$ cat src/rtl/memory_bank_pkg.sv
// Shared types and constants for the multi-slot signed-BCD memory bank.
// Slots are sized for the widest legal configuration; unused upper digits stay zero.
package memory_bank_pkg;

  localparam int MAX_DIGITS = 7;

  localparam logic [2:0] OP_NOP       = 3'b000;
  localparam logic [2:0] OP_STORE     = 3'b001;
  localparam logic [2:0] OP_RECALL    = 3'b010;
  localparam logic [2:0] OP_CLEAR     = 3'b011;
  localparam logic [2:0] OP_ADD       = 3'b100;
  localparam logic [2:0] OP_SUB       = 3'b101;
  localparam logic [2:0] OP_CLEAR_ALL = 3'b110;
  localparam logic [2:0] OP_RSVD      = 3'b111;

  typedef enum logic [1:0] {
    IDLE,
    ARITH,
    WRITE
  } stateT;

  typedef struct packed {
    logic                       sign;
    logic [MAX_DIGITS-1:0][3:0] mag;
  } slotT;

  function automatic logic hasBadDigit(input logic [MAX_DIGITS-1:0][3:0] mag);
    logic bad;
    bad = 1'b0;
    for (int i = 0; i < MAX_DIGITS; i++) begin
      if (mag[i] > 4'd9) bad = 1'b1;
    end
    return bad;
  endfunction

endpackage

$ cat src/rtl/memory_bank_if.sv
// Request/response bundle between the calculator FSM and the memory bank.
interface memory_bank_if #(
  parameter int SLOTS = 4
);
  localparam int SW = $clog2(SLOTS);

  logic             op_valid;
  logic             op_ready;
  logic [2:0]       op_code;
  logic [SW-1:0]    slot_sel;
  logic [31:0]      bcd_in;
  logic [31:0]      bcd_out;
  logic [SLOTS-1:0] slot_used;
  logic             done;
  logic             err;

  modport master (
    output op_valid, op_code, slot_sel, bcd_in,
    input  op_ready, bcd_out, slot_used, done, err
  );

  modport slave (
    input  op_valid, op_code, slot_sel, bcd_in,
    output op_ready, bcd_out, slot_used, done, err
  );

endinterface

$ cat src/rtl/memory_bank_bcd_digit_addsub.sv
// Single BCD digit adder/subtractor with decimal correction; carry doubles as borrow.
module bcd_digit_addsub (
  input  logic [3:0] a,
  input  logic [3:0] b,
  input  logic       sub,
  input  logic       carryIn,
  output logic [3:0] sum,
  output logic       carryOut
);

  logic [4:0] raw;

  always_comb begin
    raw      = '0;
    sum      = '0;
    carryOut = 1'b0;
    if (!sub) begin
      raw = {1'b0, a} + {1'b0, b} + {4'b0000, carryIn};
      if (raw > 5'd9) begin
        sum      = raw[3:0] + 4'd6;
        carryOut = 1'b1;
      end else begin
        sum = raw[3:0];
      end
    end else begin
      // A negative difference wraps in 5 bits; adding ten restores the decimal digit.
      raw = {1'b0, a} - {1'b0, b} - {4'b0000, carryIn};
      if (raw[4]) begin
        sum      = raw[3:0] + 4'd10;
        carryOut = 1'b1;
      end else begin
        sum = raw[3:0];
      end
    end
  end

endmodule

$ cat src/rtl/memory_bank.sv
// Multi-slot signed-BCD memory with store/recall/clear and digit-serial M+/M-.
// Arithmetic always subtracts the smaller magnitude from the larger, so no final borrow exists.
module memory_bank
  import memory_bank_pkg::*;
#(
  parameter int DIGITS = 3,
  parameter int SLOTS  = 4
) (
  input logic          clk,
  input logic          rst_n,
  memory_bank_if.slave bus
);

  localparam int SW    = $clog2(SLOTS);
  localparam int MAG_W = 4 * MAX_DIGITS;
  localparam logic [MAG_W-1:0] MAG_MASK   = (28'd1 << (4 * DIGITS)) - 28'd1;
  localparam logic [2:0]       LAST_DIGIT = 3'(DIGITS - 1);

  stateT state;
  stateT nextState;
  logic  opReady;

  slotT                       slots [SLOTS];
  logic [SLOTS-1:0]           slotUsed;
  logic [SW-1:0]              targetSlot;
  logic [MAX_DIGITS-1:0][3:0] opA;
  logic [MAX_DIGITS-1:0][3:0] opB;
  logic [MAX_DIGITS-1:0][3:0] resMag;
  logic                       resSign;
  logic                       subMode;
  logic                       carry;
  logic                       badDigit;
  logic [2:0]                 digitIdx;
  logic [31:0]                bcdOut;
  logic                       doneReg;
  logic                       errReg;

  logic                       transfer;
  logic [MAX_DIGITS-1:0][3:0] inMag;
  logic                       inSign;
  slotT                       curSlot;
  logic [3:0]                 digitSum;
  logic                       digitCarry;

  assign inMag    = bus.bcd_in[MAG_W-1:0] & MAG_MASK;
  assign inSign   = bus.bcd_in[31] ^ (bus.op_code == OP_SUB);
  assign curSlot  = slots[bus.slot_sel];
  assign transfer = bus.op_valid && opReady;

  assign bus.op_ready  = opReady;
  assign bus.bcd_out   = bcdOut;
  assign bus.slot_used = slotUsed;
  assign bus.done      = doneReg;
  assign bus.err       = errReg;

  always_ff @(posedge clk or negedge rst_n) begin
    if (!rst_n) state <= IDLE;
    else        state <= nextState;
  end

  always_comb begin
    nextState = state;
    opReady   = 1'b0;
    case (state)
      IDLE: begin
        opReady = 1'b1;
        if (bus.op_valid && (bus.op_code == OP_ADD || bus.op_code == OP_SUB)) nextState = ARITH;
      end
      ARITH: begin
        if (digitIdx == LAST_DIGIT) nextState = WRITE;
      end
      WRITE: begin
        nextState = IDLE;
      end
      default: begin
        nextState = IDLE;
      end
    endcase
  end

  bcd_digit_addsub digitUnit (
    .a        (opA[digitIdx]),
    .b        (opB[digitIdx]),
    .sub      (subMode),
    .carryIn  (carry),
    .sum      (digitSum),
    .carryOut (digitCarry)
  );

  always_ff @(posedge clk or negedge rst_n) begin
    if (!rst_n) begin
      for (int i = 0; i < SLOTS; i++) slots[i] <= '0;
      slotUsed   <= '0;
      targetSlot <= '0;
      opA        <= '0;
      opB        <= '0;
      resMag     <= '0;
      resSign    <= 1'b0;
      subMode    <= 1'b0;
      carry      <= 1'b0;
      badDigit   <= 1'b0;
      digitIdx   <= '0;
      bcdOut     <= '0;
      doneReg    <= 1'b0;
      errReg     <= 1'b0;
    end else begin
      doneReg <= 1'b0;
      errReg  <= 1'b0;
      bcdOut  <= bus.bcd_in;

      if (transfer) begin
        case (bus.op_code)
          OP_STORE: begin
            slots[bus.slot_sel]    <= '{sign: bus.bcd_in[31] && (inMag != '0), mag: inMag};
            slotUsed[bus.slot_sel] <= 1'b1;
            doneReg                <= 1'b1;
          end
          OP_RECALL: begin
            bcdOut  <= {{4{curSlot.sign}}, curSlot.mag};
            doneReg <= 1'b1;
          end
          OP_CLEAR: begin
            slots[bus.slot_sel]    <= '0;
            slotUsed[bus.slot_sel] <= 1'b0;
            doneReg                <= 1'b1;
          end
          OP_CLEAR_ALL: begin
            for (int i = 0; i < SLOTS; i++) slots[i] <= '0;
            slotUsed <= '0;
            doneReg  <= 1'b1;
          end
          OP_ADD, OP_SUB: begin
            targetSlot <= bus.slot_sel;
            digitIdx   <= '0;
            carry      <= 1'b0;
            resMag     <= '0;
            badDigit   <= hasBadDigit(curSlot.mag) || hasBadDigit(inMag);
            // Order operands so the serial unit only ever computes larger minus smaller.
            if (inSign == curSlot.sign) begin
              opA     <= curSlot.mag;
              opB     <= inMag;
              subMode <= 1'b0;
              resSign <= curSlot.sign;
            end else if (inMag > curSlot.mag) begin
              opA     <= inMag;
              opB     <= curSlot.mag;
              subMode <= 1'b1;
              resSign <= inSign;
            end else begin
              opA     <= curSlot.mag;
              opB     <= inMag;
              subMode <= 1'b1;
              resSign <= curSlot.sign;
            end
          end
          default: begin
          end
        endcase
      end

      if (state == ARITH) begin
        resMag[digitIdx] <= digitSum;
        carry            <= digitCarry;
        digitIdx         <= digitIdx + 3'd1;
      end

      if (state == WRITE) begin
        doneReg <= 1'b1;
        errReg  <= badDigit || carry;
        if (!(badDigit || carry)) begin
          slots[targetSlot]    <= '{sign: resSign && (resMag != '0), mag: resMag};
          slotUsed[targetSlot] <= 1'b1;
        end
      end
    end
  end

endmodule

$ cat src/flat_wrapper.sv
// flat-port wrapper written by rule: the top's interface ports become plain ports
module memory_bank_flat import memory_bank_pkg::*;
#(
  parameter int DIGITS = 3,
  parameter int SLOTS  = 4
)
  (clk, rst_n, bus_op_valid, bus_op_code, bus_slot_sel, bus_bcd_in, bus_op_ready, bus_bcd_out, bus_slot_used, bus_done, bus_err);
  memory_bank_if #(.SLOTS(SLOTS)) bus_i ();
  input logic clk;
  input logic rst_n;
  input wire logic [$bits(bus_i.op_valid)-1:0] bus_op_valid;
  input wire logic [$bits(bus_i.op_code)-1:0] bus_op_code;
  input wire logic [$bits(bus_i.slot_sel)-1:0] bus_slot_sel;
  input wire logic [$bits(bus_i.bcd_in)-1:0] bus_bcd_in;
  output wire logic [$bits(bus_i.op_ready)-1:0] bus_op_ready;
  output wire logic [$bits(bus_i.bcd_out)-1:0] bus_bcd_out;
  output wire logic [$bits(bus_i.slot_used)-1:0] bus_slot_used;
  output wire logic [$bits(bus_i.done)-1:0] bus_done;
  output wire logic [$bits(bus_i.err)-1:0] bus_err;
  assign bus_i.op_valid = bus_op_valid;
  assign bus_i.op_code = bus_op_code;
  assign bus_i.slot_sel = bus_slot_sel;
  assign bus_i.bcd_in = bus_bcd_in;
  assign bus_op_ready = bus_i.op_ready;
  assign bus_bcd_out = bus_i.bcd_out;
  assign bus_slot_used = bus_i.slot_used;
  assign bus_done = bus_i.done;
  assign bus_err = bus_i.err;
  memory_bank #(.DIGITS(DIGITS), .SLOTS(SLOTS)) u_core (.clk(clk), .rst_n(rst_n), .bus(bus_i));
endmodule
$ cat config.mk
export PLATFORM = sky130hd
export DESIGN_NAME = memory_bank_flat
export DESIGN_NICKNAME = d
export VERILOG_FILES = /design/src/rtl/memory_bank_pkg.sv /design/src/rtl/memory_bank_if.sv /design/src/rtl/memory_bank_bcd_digit_addsub.sv /design/src/rtl/memory_bank.sv /design/src/flat_wrapper.sv
export SDC_FILE = /design/constraint.sdc
export NUM_CORES = 1
export LEC_CHECK = 0
export ABC_AREA = 1
export BUFFER_PORTS_ARGS = -buffer_cell sky130_fd_sc_hd__buf_4
export CORE_ASPECT_RATIO = 1.25
export CORE_MARGIN = 2
export CORE_UTILIZATION = 55
export DETAILED_ROUTE_END_ITERATION = 10
export PLACE_DENSITY = 0.8
export SYNTH_ARGS = -nofsm -noshare
export SYNTH_HDL_FRONTEND = slang
export SYNTH_SLANG_ARGS = --single-unit
$ cat constraint.sdc
create_clock -name clk -period 3.3 [get_ports clk]
set_input_delay 0.165 -clock clk [delete_from_list [all_inputs] [get_ports clk]]
set_output_delay 0.165 -clock clk [all_outputs]
set_load 0.005 [all_outputs]
==> results of run 1 <==
-- stage by stage --
stage	total power, W	TNS (ps)
detailed placement	0.0107	-4700
CTS	0.0141	-2380
finish	0.0147	-2410
global placement	0.0105	-2260
floorplan	0.00859	0
global route	0.0157	-6430
-- state kept, by name (all words and copies together) (netlist names), 2 cells and up --
signal                count
u_core.opB               28
u_core.targetSlot         2
u_core.opA               28
u_core.state              2
u_core.resMag            28
u_core.bus.slot_used      4
u_core.slots            116
u_core.digitIdx           3
u_core.bus.bcd_out       32
-- critical path, stage by stage, from the launching register on --
cell and delay [ps]:
dfrtp_2 450, inv_4 80, nand2_4 60, inv_2 30
a22o_1 250, nor4_4 300, inv_1 100, fa_2 390
fa_2 580, inv_2 60, ha_4 160, inv_4 50
nor2_2 30, a31oi_1 150, nand2_1 120, nand2_2 140
nand3_2 80, nand2_2 90, nand2_4 100, nand2_2 80
nand2_2 60
-- cell type report --
type / instances / area (sq um) / area share
flip-flops and latches: 249 / 6230 / 0.404
repair buffers: 192 / 1590 / 0.103
repair inverters: 1 / 7.51 / 0.000486
inverters: 139 / 537 / 0.0347
well taps: 288 / 360 / 0.0233
multi-input cells: 1108 / 5860 / 0.379
clock buffers: 28 / 647 / 0.0419
clock inverters: 17 / 220 / 0.0143
-- synth_stat cells, types with 2 or more instances --
library cell  instances
buf_1                 6
nor2_4                6
o21ai_1               7
nor2_2               18
dfrtp_1             249
clkbuf_1             48
buf_2                12
nor3_1                2
or2_2                 2
inv_1               130
a21oi_1              21
o21ai_0             181
fa_1                  4
a22oi_1               2
nor4_1                6
buf_6                15
a211oi_1              2
o22ai_1              16
nand3_1             206
nor2_8                2
nand3_2              14
o221ai_1             37
a221oi_1              5
nand2_1             396
o2111ai_1             4
nor2_1              107
a22o_1                4
ha_1                 23
nand4_1              13
xor2_1                3
and2_1                2
nand2_2               8
inv_6                 2
or2_1                 2
inv_2                 7
-- routing by layer --
metal | vias up | GRT usage
li1 | 5534 | -
met5 | - | 0
met2 | 558 | 0.529
met4 | 0 | 0.168
met3 | 159 | 0.0551
met1 | 5838 | 0.399
-- logic make-up after synthesis --
| kind of cell | share of synthesized area |
|---|---|
| compound gates | 0.132 |
| flops | 0.485 |
| simple gates | 0.276 |
| fa+ha+maj | 0.0286 |
| xor+xnor | 0.00331 |
| buf+inv | 0.0755 |
-- power groups by stage --
stage | logic (W) | registers (W) | clock network, W
after floorplan | 0.00416 | 0.00443 | 0
after detailed placement | 0.00608 | 0.00462 | 0
after CTS | 0.00646 | 0.00459 | 0.00305
final | 0.00706 | 0.00463 | 0.00304
after global routing | 0.00782 | 0.00472 | 0.00319
after global placement | 0.00586 | 0.00460 | 0
-- path summary, 6_finish.rpt --
| check | end | cells past startpoint |
|---|---|---|
| max in group asynchronous | u_core.bus.bcd_out[30]$_DFF_PN0_ | 3 |
| setup reg to reg | u_core.resMag[7]$_DFF_PN0_ | 20 |
| hold reg to reg | u_core.opB[8]$_DFFE_PN0P_ | 2 |
| setup / recovery | u_core.resMag[7]$_DFF_PN0_ | 20 |
| min in group asynchronous | u_core.bus.bcd_out[10]$_DFF_PN0_ | 2 |
| hold / removal | u_core.bus.slot_used[0]$_DFF_PN0_ | 4 |
-- timing repair --
item	4_1_cts	5_1_grt
hold buffers	30	0
hold endpoints to repair	125	0
pin swaps	9	16
buffers inserted	2	8
resized for setup	22	19
gates cloned	0	1
endpoints found under the setup margin	22	22
==> impl_metrics.csv, run 1 <==
group,metric,value,unit
synth,synthArstFlopShare,1.00,
power,combPwrFrac,0.479,
drt,totalWireLength,38700,microns
global_route,antenna_found_initial,0,
global_route,grt_max_degree,101,
cells_and_area,antenna_cells,0,
global_route,grt_pass1_vias,11982,
worst_setup_path,rrSetupSlack,-170,ps
status,failed_checks,"setup timing",
worst_hold_path,hold_path_class,"input pin to flip-flop",
power,vdd_drop_max,0.655,mV
sta,skew,11.9,ps
cells_and_area,n_fill_cell,1815,
sta,slew_viol_final,0,
worst_setup_path,crit_arrival,3890,ps
floorplanning,num_rows,62,
synth,synthTopCellsByArea,"dfrtp_1 (48%), nand2_1 (12%), nand3_1 (8.0%)",
global_route,gr-usage-all-layers,0.319,
clock_tree,cts_buffers,25,
placed_design,gp_congestion,0.952,
cells_and_area,instances_no_fill,2022,
floorplanning,die_w,141,microns
synth,avgSynthCellArea,8.15,sq um
cells_and_area,nets,1783,
worst_setup_path,cp-end-kind,"flip-flop",
synth,synth_ff_type,"dfrtp_1",
power,switching_share,0.415,
clock_tree,clk_pin_slew,60,ps
sta,finalCritPeriodShare,1.05,
drt,met3_length,2700,microns
power,power.internal,0.00861,W
placed_design,dpl-instance-area,14000,sq um
sta,fin_crit,3470,ps
drt,drtIter0Drc,1157,
global_route,grt-ovfl-total,0,
status,outcome,"finished with violations",
worst_setup_path,cp-start-kind,"flip-flop",
drt,highest_layer,"met4",
clock_tree,worstSkewPairLatency,530,ps
placed_design,placed_cells,1936,
worst_setup_path,critPathLaunch,"u_core.digitIdx[0]$_DFFE_PN0P_",
cells_and_area,layout_commonest_cell,"nand2_1",
synth,synth_cell_types,51,
synth,synth-edff-count,0,
sta,setup_viol,22,
flow_run,maxCapViolCount,0,
sta,max_slew.worst_pin.slew,917,ps
synth,yosysWarnings,0,
clock_tree,cts_tree,"done",
cells_and_area,fin_area,15400,sq um
sta,fin_ws,-172,ps
drt,drc,0,
worst_setup_path,critPathRequiredTime,3710,ps
synth,synth_cells,1578,
synth,synth_seq_area_share,0.485,
worst_hold_path,hp-start,"bus_op_code[1]",
drt,dr_wl_met2,18900,microns
cells_and_area,postLayoutCoreUtil,0.673,
clock_tree,cts-root-buf,"clkbuf_16",
drt,ant_nets,0,
clock_tree,h-tree-depth,1,
power,power_switching,0.00612,W
sta,fmax,0.288,GHz
synth,synth_nets,1645,
clock_tree,cts_buffer_depth,3,
cells_and_area,area_growth,20.1,%
sta,finalHoldViolCount,0,
placed_design,detailedPlace.worstSlack,-257,ps
sta,relSlewSlack,0.388,
placed_design,port_buffers,78,
worst_setup_path,path_max_fanout,7,
synth,synth_seq_cells,249,
floorplanning,ios,79,
power,p_seq_frac,0.314,
drt,avgRoutedWirePerCell,19.1,microns
floorplanning,initial_core_util,0.560,
floorplanning,die_h,175,microns
power,clkPwrFrac,0.206,
drt,vias,12089,
drt,wl_met1,14900,microns
worst_setup_path,rr_startpoint,"u_core.digitIdx[0]$_DFFE_PN0P_",
floorplanning,core_area,23000,sq um
power,p_per_area,953,nW/um^2
sta,rsz0062_at_grt,"yes",
synth,syn-cell-area,12900,sq um
synth,synth.top_cell.area_share,0.485,
drt,first_pass_iters,6,
sta,holdWs,46.0,ps
drt,viasPerCell,5.98,
synth,synth_area_leader_cell,"dfrtp_1",
cells_and_area,drive_gt1_frac,0.183,
power,leakage,7.70,nW
global_route,grt_pass1_wl,62200,microns
placed_design,hpwl,25700,microns
floorplanning,die_area,24600,sq um
clock_tree,cts.sinks,249,
cells_and_area,final_cell_mix,"nand2_1 (381), dfrtp_1 (247), nand3_1 (198), o21ai_0 (181), buf_4 (154)",
worst_setup_path,path_class,"flip-flop to flip-flop",
No activity file was read; power rests on OpenSTA's default activity.
==> run 2, diff against run 1 <==
==> constraint.sdc (replaced) <==
create_clock -name clk -period 3.3 [get_ports clk]
set_input_delay 0.33 -clock clk [delete_from_list [all_inputs] [get_ports clk]]
set_output_delay 0.33 -clock clk [all_outputs]
set_load 0.005 [all_outputs]
==> run 2 against run 1 <==
  * The run still ends with setup timing left
  * Combinational power up 3.7%
  * Worst hold slack worse by 42 ps
  * Die area unchanged
  * Count of clock-buffer cells in the layout is 7 higher
  * Worst setup slack worse by 13 ps
  * First-iteration DRC count up 5.4%
  * Non-clock buffer count fell by 23
  * Largest cell class unchanged
==> impl_metrics.csv, run 2 (synthesized netlist as in run 1, its figures left out) <==
group,metric,value,unit
clock_tree,cts_buffers,26,
sta,fmax,0.287,GHz
worst_hold_path,hold_path_class,"input pin to flip-flop",
power,clkPwrFrac,0.206,
power,leakage,7.63,nW
sta,max_slew.worst_pin.slew,973,ps
sta,finalSetupTns,-2710,ps
clock_tree,cts.sinks,249,
clock_tree,cts-root-buf,"clkbuf_16",
cells_and_area,drive_gt1_frac,0.192,
cells_and_area,final_cell_mix,"nand2_1 (378), dfrtp_1 (249), nand3_1 (190), o21ai_0 (181), buf_4 (152)",
cells_and_area,largest_register_ffs,116,
floorplanning,die_area,24600,sq um
power,p_per_area,983,nW/um^2
worst_setup_path,critPathTopFamily,"adder cells",
sta,setup_viol,22,
sta,finalCritPeriodShare,1.06,
floorplanning,core_area,23000,sq um
worst_setup_path,rrSetupSlack,-190,ps
sta,skew,14.2,ps
worst_setup_path,cp_cell_sequence,"buf_4 -> nor2_2 -> nand2_2 -> inv_2 -> buf_4 -> nand2_1 -> nand2_1 -> a21oi_2 -> nand3_2 -> fa_2 -> fa_2 -> inv_2 -> ha_4 -> inv_2 -> nor2_2 -> a31oi_1 -> nand2_1 -> nand2_2 -> nand3_2 -> nand2_2 -> nand2_4 -> nand2_2 -> nand2_1",
drt,first_pass_iters,6,
sta,slew_viol_final,0,
power,power.internal,0.00870,W
placed_design,port_buffers,78,
clock_tree,cts_buffer_depth,3,
clock_tree,worstSkewPairLatency,540,ps
worst_setup_path,crit_arrival,3900,ps
cells_and_area,postLayoutCoreUtil,0.668,
worst_setup_path,cp-start-kind,"flip-flop",
floorplanning,die_h,175,microns
sta,fin_crit,3490,ps
drt,viasPerCell,6.00,
sta,rsz0062_at_grt,"yes",
cells_and_area,top_register,"u_core.slots",
power,vdd_drop_max,0.784,mV
cells_and_area,layout_commonest_cell,"nand2_1",
worst_setup_path,worst_path_max_delay_cell,"fa_2",
status,outcome,"finished with violations",
floorplanning,die_w,141,microns
worst_setup_path,path_class,"flip-flop to flip-flop",
placed_design,gp_congestion,0.943,
floorplanning,num_rows,62,
flow_run,maxCapViolCount,0,
placed_design,hpwl,26300,microns
global_route,grt-ovfl-total,0,
cells_and_area,area_growth,19.2,%
sta,finalHoldViolCount,0,
global_route,grt_max_degree,80,
power,p_seq_frac,0.308,
power,combPwrFrac,0.486,
clock_tree,h-tree-depth,1,
power,switching_share,0.423,
cells_and_area,regArea,6230,sq um
sta,relSlewSlack,0.350,
global_route,gr-usage-all-layers,0.318,
clock_tree,clk_pin_slew,70,ps
drt,ant_nets,0,
cells_and_area,n_fill_cell,1814,
floorplanning,ios,79,
power,power_switching,0.00638,W
worst_setup_path,critPathRequiredTime,3720,ps
cells_and_area,fin_area,15300,sq um
cells_and_area,nets,1760,
global_route,grt_pass1_vias,11636,
floorplanning,initial_core_util,0.560,
drt,drtIter0Drc,1219,
global_route,antenna_found_initial,0,
status,failed_checks,"setup timing",
drt,totalWireLength,39500,microns
cells_and_area,antenna_cells,0,
drt,vias,11999,
drt,avgRoutedWirePerCell,19.7,microns
clock_tree,cts_tree,"done",
global_route,grt_pass1_wl,61700,microns
drt,drc,0,
placed_design,detailedPlace.worstSlack,-168,ps
worst_setup_path,path_max_fanout,7,
worst_setup_path,worst-path-buf-inv,5,
worst_setup_path,max_stage_delay,580,ps
sta,fin_ws,-186,ps
placed_design,dpl-instance-area,14000,sq um
cells_and_area,multiInputGateArea,5940,sq um
worst_setup_path,cp-end-kind,"flip-flop",
run 2: cell types whose count changed in the layout (fill, tap and decap cells not counted), sizes merged:
cell,previous run,this run
bufinv,5,3
dlygate4sd3,30,9
clkinvlp,2,1
buf,162,160
clkbuf,28,35
clkinv,10,8
run 2: per-stage QoR:
stage          power (W)  hold slack, ps  cells
3_5_place_dp      0.0107             348   1934
4_1_cts           0.0145            2.09   1996
6_report          0.0151            4.15   2001
2_1_floorplan    0.00859            34.4   1578
3_3_place_gp      0.0105             351   1934
5_1_grt           0.0160            16.6   2001
run 2: path summary, 6_finish.rpt:
check | startpoint | endpoint | cells after the start
max | u_core.digitIdx[1]$_DFFE_PN0P_ | u_core.resMag[23]$_DFF_PN0_ | 23
min | bus_bcd_in[23] | u_core.bus.bcd_out[23]$_DFF_PN0_ | 3
max reg2reg | u_core.digitIdx[1]$_DFFE_PN0P_ | u_core.resMag[23]$_DFF_PN0_ | 23
min reg2reg | u_core.opB[8]$_DFFE_PN0P_ | u_core.opB[8]$_DFFE_PN0P_ | 2
max in group asynchronous | rst_n | u_core.bus.slot_used[1]$_DFF_PN0_ | 3
min in group asynchronous | rst_n | u_core.bus.bcd_out[8]$_DFF_PN0_ | 2
run 2: final cells by class:
cell class	instances	area share
inverter	139	0.0348
tap	288	0.0235
clock inverter	13	0.00955
multi-input combinational	1108	0.388
sequential	249	0.406
clock buffer	35	0.0499
timing repair buffer	169	0.0881
run 2: repair_timing:
item	in CTS	in global routing
pin swaps	10	17
setup buffers	5	6
hold buffers	9	0
resized for setup	34	24
hold endpoints to repair	83	0
endpoints found under the setup margin	21	22
run 2: power groups by stage:
stage          Clock, W  Sequential [W]  Combinational (W)
2_1_floorplan         0         0.00443            0.00416
3_3_place_gp          0         0.00460            0.00586
4_1_cts         0.00313         0.00460            0.00673
5_1_grt         0.00324         0.00470            0.00801
3_5_place_dp          0         0.00462            0.00603
6_report        0.00311         0.00464            0.00732
run 2: routing by layer:
metal	vias up	track usage	wire, microns
met4	0	0.176	2220
met3	160	0.0485	3080
met1	5727	0.402	14900
met5	-	0	0
met2	618	0.525	19300
li1	5494	-	-
run 2: worst reg2reg max path, cell delays in order (launching register included):
cell     delay [ps]
dfrtp_1         370
buf_4           120
nor2_2           50
nand2_2          80
inv_2            40
buf_4           140
nand2_1          60
nand2_1          60
a21oi_2         130
nand3_2         130
fa_2            400
fa_2            580
inv_2            70
ha_4            160
inv_2            60
nor2_2           40
a31oi_1         180
nand2_1         130
nand2_2         130
nand3_2          80
nand2_2         100
nand2_4         120
nand2_2         100
nand2_1          60
==> run 3, diff against run 2 <==
--- a/config.mk
+++ b/config.mk
@@ -9,9 +9,9 @@
 export BUFFER_PORTS_ARGS = -buffer_cell sky130_fd_sc_hd__buf_4
 export CORE_ASPECT_RATIO = 1.25
 export CORE_MARGIN = 2
-export CORE_UTILIZATION = 55
+export CORE_UTILIZATION = 30
 export DETAILED_ROUTE_END_ITERATION = 10
-export PLACE_DENSITY = 0.8
+export PLACE_DENSITY = 0.51
 export SYNTH_ARGS = -nofsm -noshare
 export SYNTH_HDL_FRONTEND = slang
 export SYNTH_SLANG_ARGS = --single-unit
==> run 3 against run 2 <==
  * The flow now finishes without violations
  * Via count shrank 2.6%
  * Power shrank 0.75%
  * Count of clock-buffer cells in the layout grew 3
  * Critical endpoint is now u_core.resMag[27]$_DFF_PN0_
  * Largest power group unchanged
==> impl_metrics.csv, run 3 (synthesized netlist as in run 1, its figures left out) <==
group,metric,value,unit
status,outcome,"finished, final reports clean",
floorplanning,num_rows,84,
cells_and_area,nets,1809,
drt,met3_length,1900,microns
power,vdd_drop_max,0.699,mV
drt,ant_nets,0,
clock_tree,cts.sinks,249,
worst_hold_path,hold_path_class,"input pin to flip-flop",
sta,slew_viol_final,0,
placed_design,gp_congestion,0.887,
floorplanning,die_w,189,microns
sta,relSlewSlack,0.434,
clock_tree,cts_buffer_depth,3,
power,p_seq_frac,0.310,
worst_setup_path,cp-end-kind,"flip-flop",
worst_setup_path,worst_path_max_delay_cell,"fa_2",
cells_and_area,layout_commonest_cell,"nand2_1",
floorplanning,ios,79,
global_route,gr-usage-all-layers,0.198,
cells_and_area,antenna_cells,0,
drt,drc,0,
sta,rsz0062_at_grt,"yes",
sta,skew,15.0,ps
floorplanning,die_area,44500,sq um
floorplanning,initial_core_util,0.305,
placed_design,dpl-instance-area,14500,sq um
power,switching_share,0.417,
sta,finalHoldViolCount,0,
worst_setup_path,cp_cell_sequence,"buf_6 -> inv_4 -> nand2_4 -> nor2_4 -> nand2_2 -> o221ai_2 -> nor4_4 -> inv_1 -> fa_2 -> fa_2 -> inv_2 -> ha_4 -> inv_2 -> nor2_2 -> a31oi_1 -> nand2_1 -> nand2_2 -> nand3_2 -> nand2_2 -> nand2_4 -> nand2_1 -> nand2_1",
global_route,grt_max_degree,103,
clock_tree,cts_buffers,27,
power,power.internal,0.00872,W
cells_and_area,area_growth,24.6,%
power,p_per_area,934,nW/um^2
clock_tree,cts_tree,"done",
placed_design,hpwl,30700,microns
sta,setup_viol,0,
sta,fin_crit,3290,ps
sta,max_slew.worst_pin.slew,848,ps
global_route,grt-ovfl-total,0,
cells_and_area,drive_gt1_frac,0.204,
sta,finalCritPeriodShare,0.998,
flow_run,maxCapViolCount,0,
drt,vias,11687,
global_route,grt_pass1_wl,68800,microns
sta,fin_ws,5.63,ps
cells_and_area,top_register,"u_core.slots",
drt,viasPerCell,5.04,
drt,dr_wl_met2,22100,microns
clock_tree,clk_pin_slew,60,ps
placed_design,port_buffers,78,
floorplanning,die_h,235,microns
global_route,grt_pass1_vias,11663,
worst_setup_path,crit_arrival,3740,ps
worst_setup_path,cp-start-kind,"flip-flop",
clock_tree,worstSkewPairLatency,560,ps
cells_and_area,n_fill_cell,4303,
global_route,antenna_found_initial,0,
worst_setup_path,critPathRequiredTime,3750,ps
clock_tree,h-tree-depth,1,
drt,first_pass_iters,5,
cells_and_area,fin_area,16000,sq um
power,leakage,7.83,nW
drt,wl_met1,18500,microns
cells_and_area,final_cell_mix,"nand2_1 (382), dfrtp_1 (248), nand3_1 (193), buf_4 (187), o21ai_0 (181)",
sta,fmax,0.304,GHz
power,clkPwrFrac,0.203,
floorplanning,core_area,42100,sq um
drt,avgRoutedWirePerCell,18.8,microns
drt,totalWireLength,43700,microns
drt,highest_layer,"met4",
clock_tree,cts-root-buf,"clkbuf_16",
worst_setup_path,path_max_fanout,7,
power,p_total,0.0150,W
cells_and_area,largest_register_ffs,116,
worst_setup_path,max_stage_delay,560,ps
placed_design,detailedPlace.worstSlack,-202,ps
power,combPwrFrac,0.488,
power,power_switching,0.00624,W
worst_setup_path,path_class,"flip-flop to flip-flop",
drt,drtIter0Drc,923,
-- run 3: cell types whose count changed in the layout (fill, tap and decap cells not counted), sizes merged --
cell,delta
buf,+34
dlygate4sd3,+14
clkbuf,+3
bufinv,-2
clkinv,-2
clkinvlp,+2
inv,-1
-- run 3: repair_timing --
action                                  in CTS  in global routing
endpoints found under the hold margin      121                  0
hold buffers                                23                  0
buffers inserted                            10                  9
endpoints found under the setup margin      21                 22
resized for setup                           32                 24
pin swaps                                   10                  7
-- run 3: area by class of cell --
class | instances | area (sq um) | share of cell area
inverter | 139 | 539 | 0.0337
clock buffer | 38 | 787 | 0.0491
multi-input combinational | 1108 | 5930 | 0.370
timing repair buffer | 217 | 1750 | 0.109
clock inverter | 10 | 86.3 | 0.00539
sequential | 249 | 6230 | 0.389
tap | 559 | 699 | 0.0436
-- run 3: power groups by stage --
stage          logic (W)  clock network, W  registers (W)
6_report         0.00729           0.00303        0.00464
5_1_grt          0.00817           0.00321        0.00473
4_1_cts          0.00688           0.00310        0.00463
3_5_place_dp     0.00636                 0        0.00466
3_3_place_gp     0.00629                 0        0.00466
2_1_floorplan    0.00416                 0        0.00443
-- run 3: stage by stage --
stage | utilization | setup TNS [ps] | hold WS, ps | instances
3_5_place_dp | 0.345 | -3620 | 458 | 2230
3_3_place_gp | 0.345 | -2400 | 453 | 2230
2_1_floorplan | - | 0 | 34.4 | 1578
4_1_cts | 0.376 | -176 | 9.33 | 2311
6_report | 0.380 | 0 | 25.1 | 2320
5_1_grt | 0.380 | -3540 | 25.6 | 2320
-- run 3: critical path: cells and delay by family (launching register included) --
kind,cells,cell delay (ps)
adder cells (fa/ha/maj),3,1070
AO/OA/AOI/OAI,2,240
buffers and inverters,5,400
flip-flops,1,400
AND/OR/NAND/NOR,12,1050
-- run 3: final timing paths --
| path | depth (start not counted) | slack [ps] | from | endpoint |
|---|---|---|---|---|
| min reg2reg | 2 | 480 | u_core.opA[2]$_DFFE_PN0P_ | u_core.opA[2]$_DFFE_PN0P_ |
| min | 3 | 30 | bus_bcd_in[1] | u_core.bus.bcd_out[1]$_DFF_PN0_ |
| min in group asynchronous | 2 | 430 | rst_n | u_core.slots[91]$_DFF_PN0_ |
| max in group asynchronous | 3 | 2000 | rst_n | u_core.digitIdx[2]$_DFFE_PN0P_ |
| max | 22 | 6 | u_core.digitIdx[1]$_DFFE_PN0P_ | u_core.resMag[27]$_DFF_PN0_ |
| max reg2reg | 22 | 6 | u_core.digitIdx[1]$_DFFE_PN0P_ | u_core.resMag[27]$_DFF_PN0_ |
-- run 3: per-layer routing --
metal  GRT usage  vias up
li1            -     5598
met5           0        -
met3      0.0203       67
met1       0.256     5743
met4      0.0627        0
met2       0.346      279
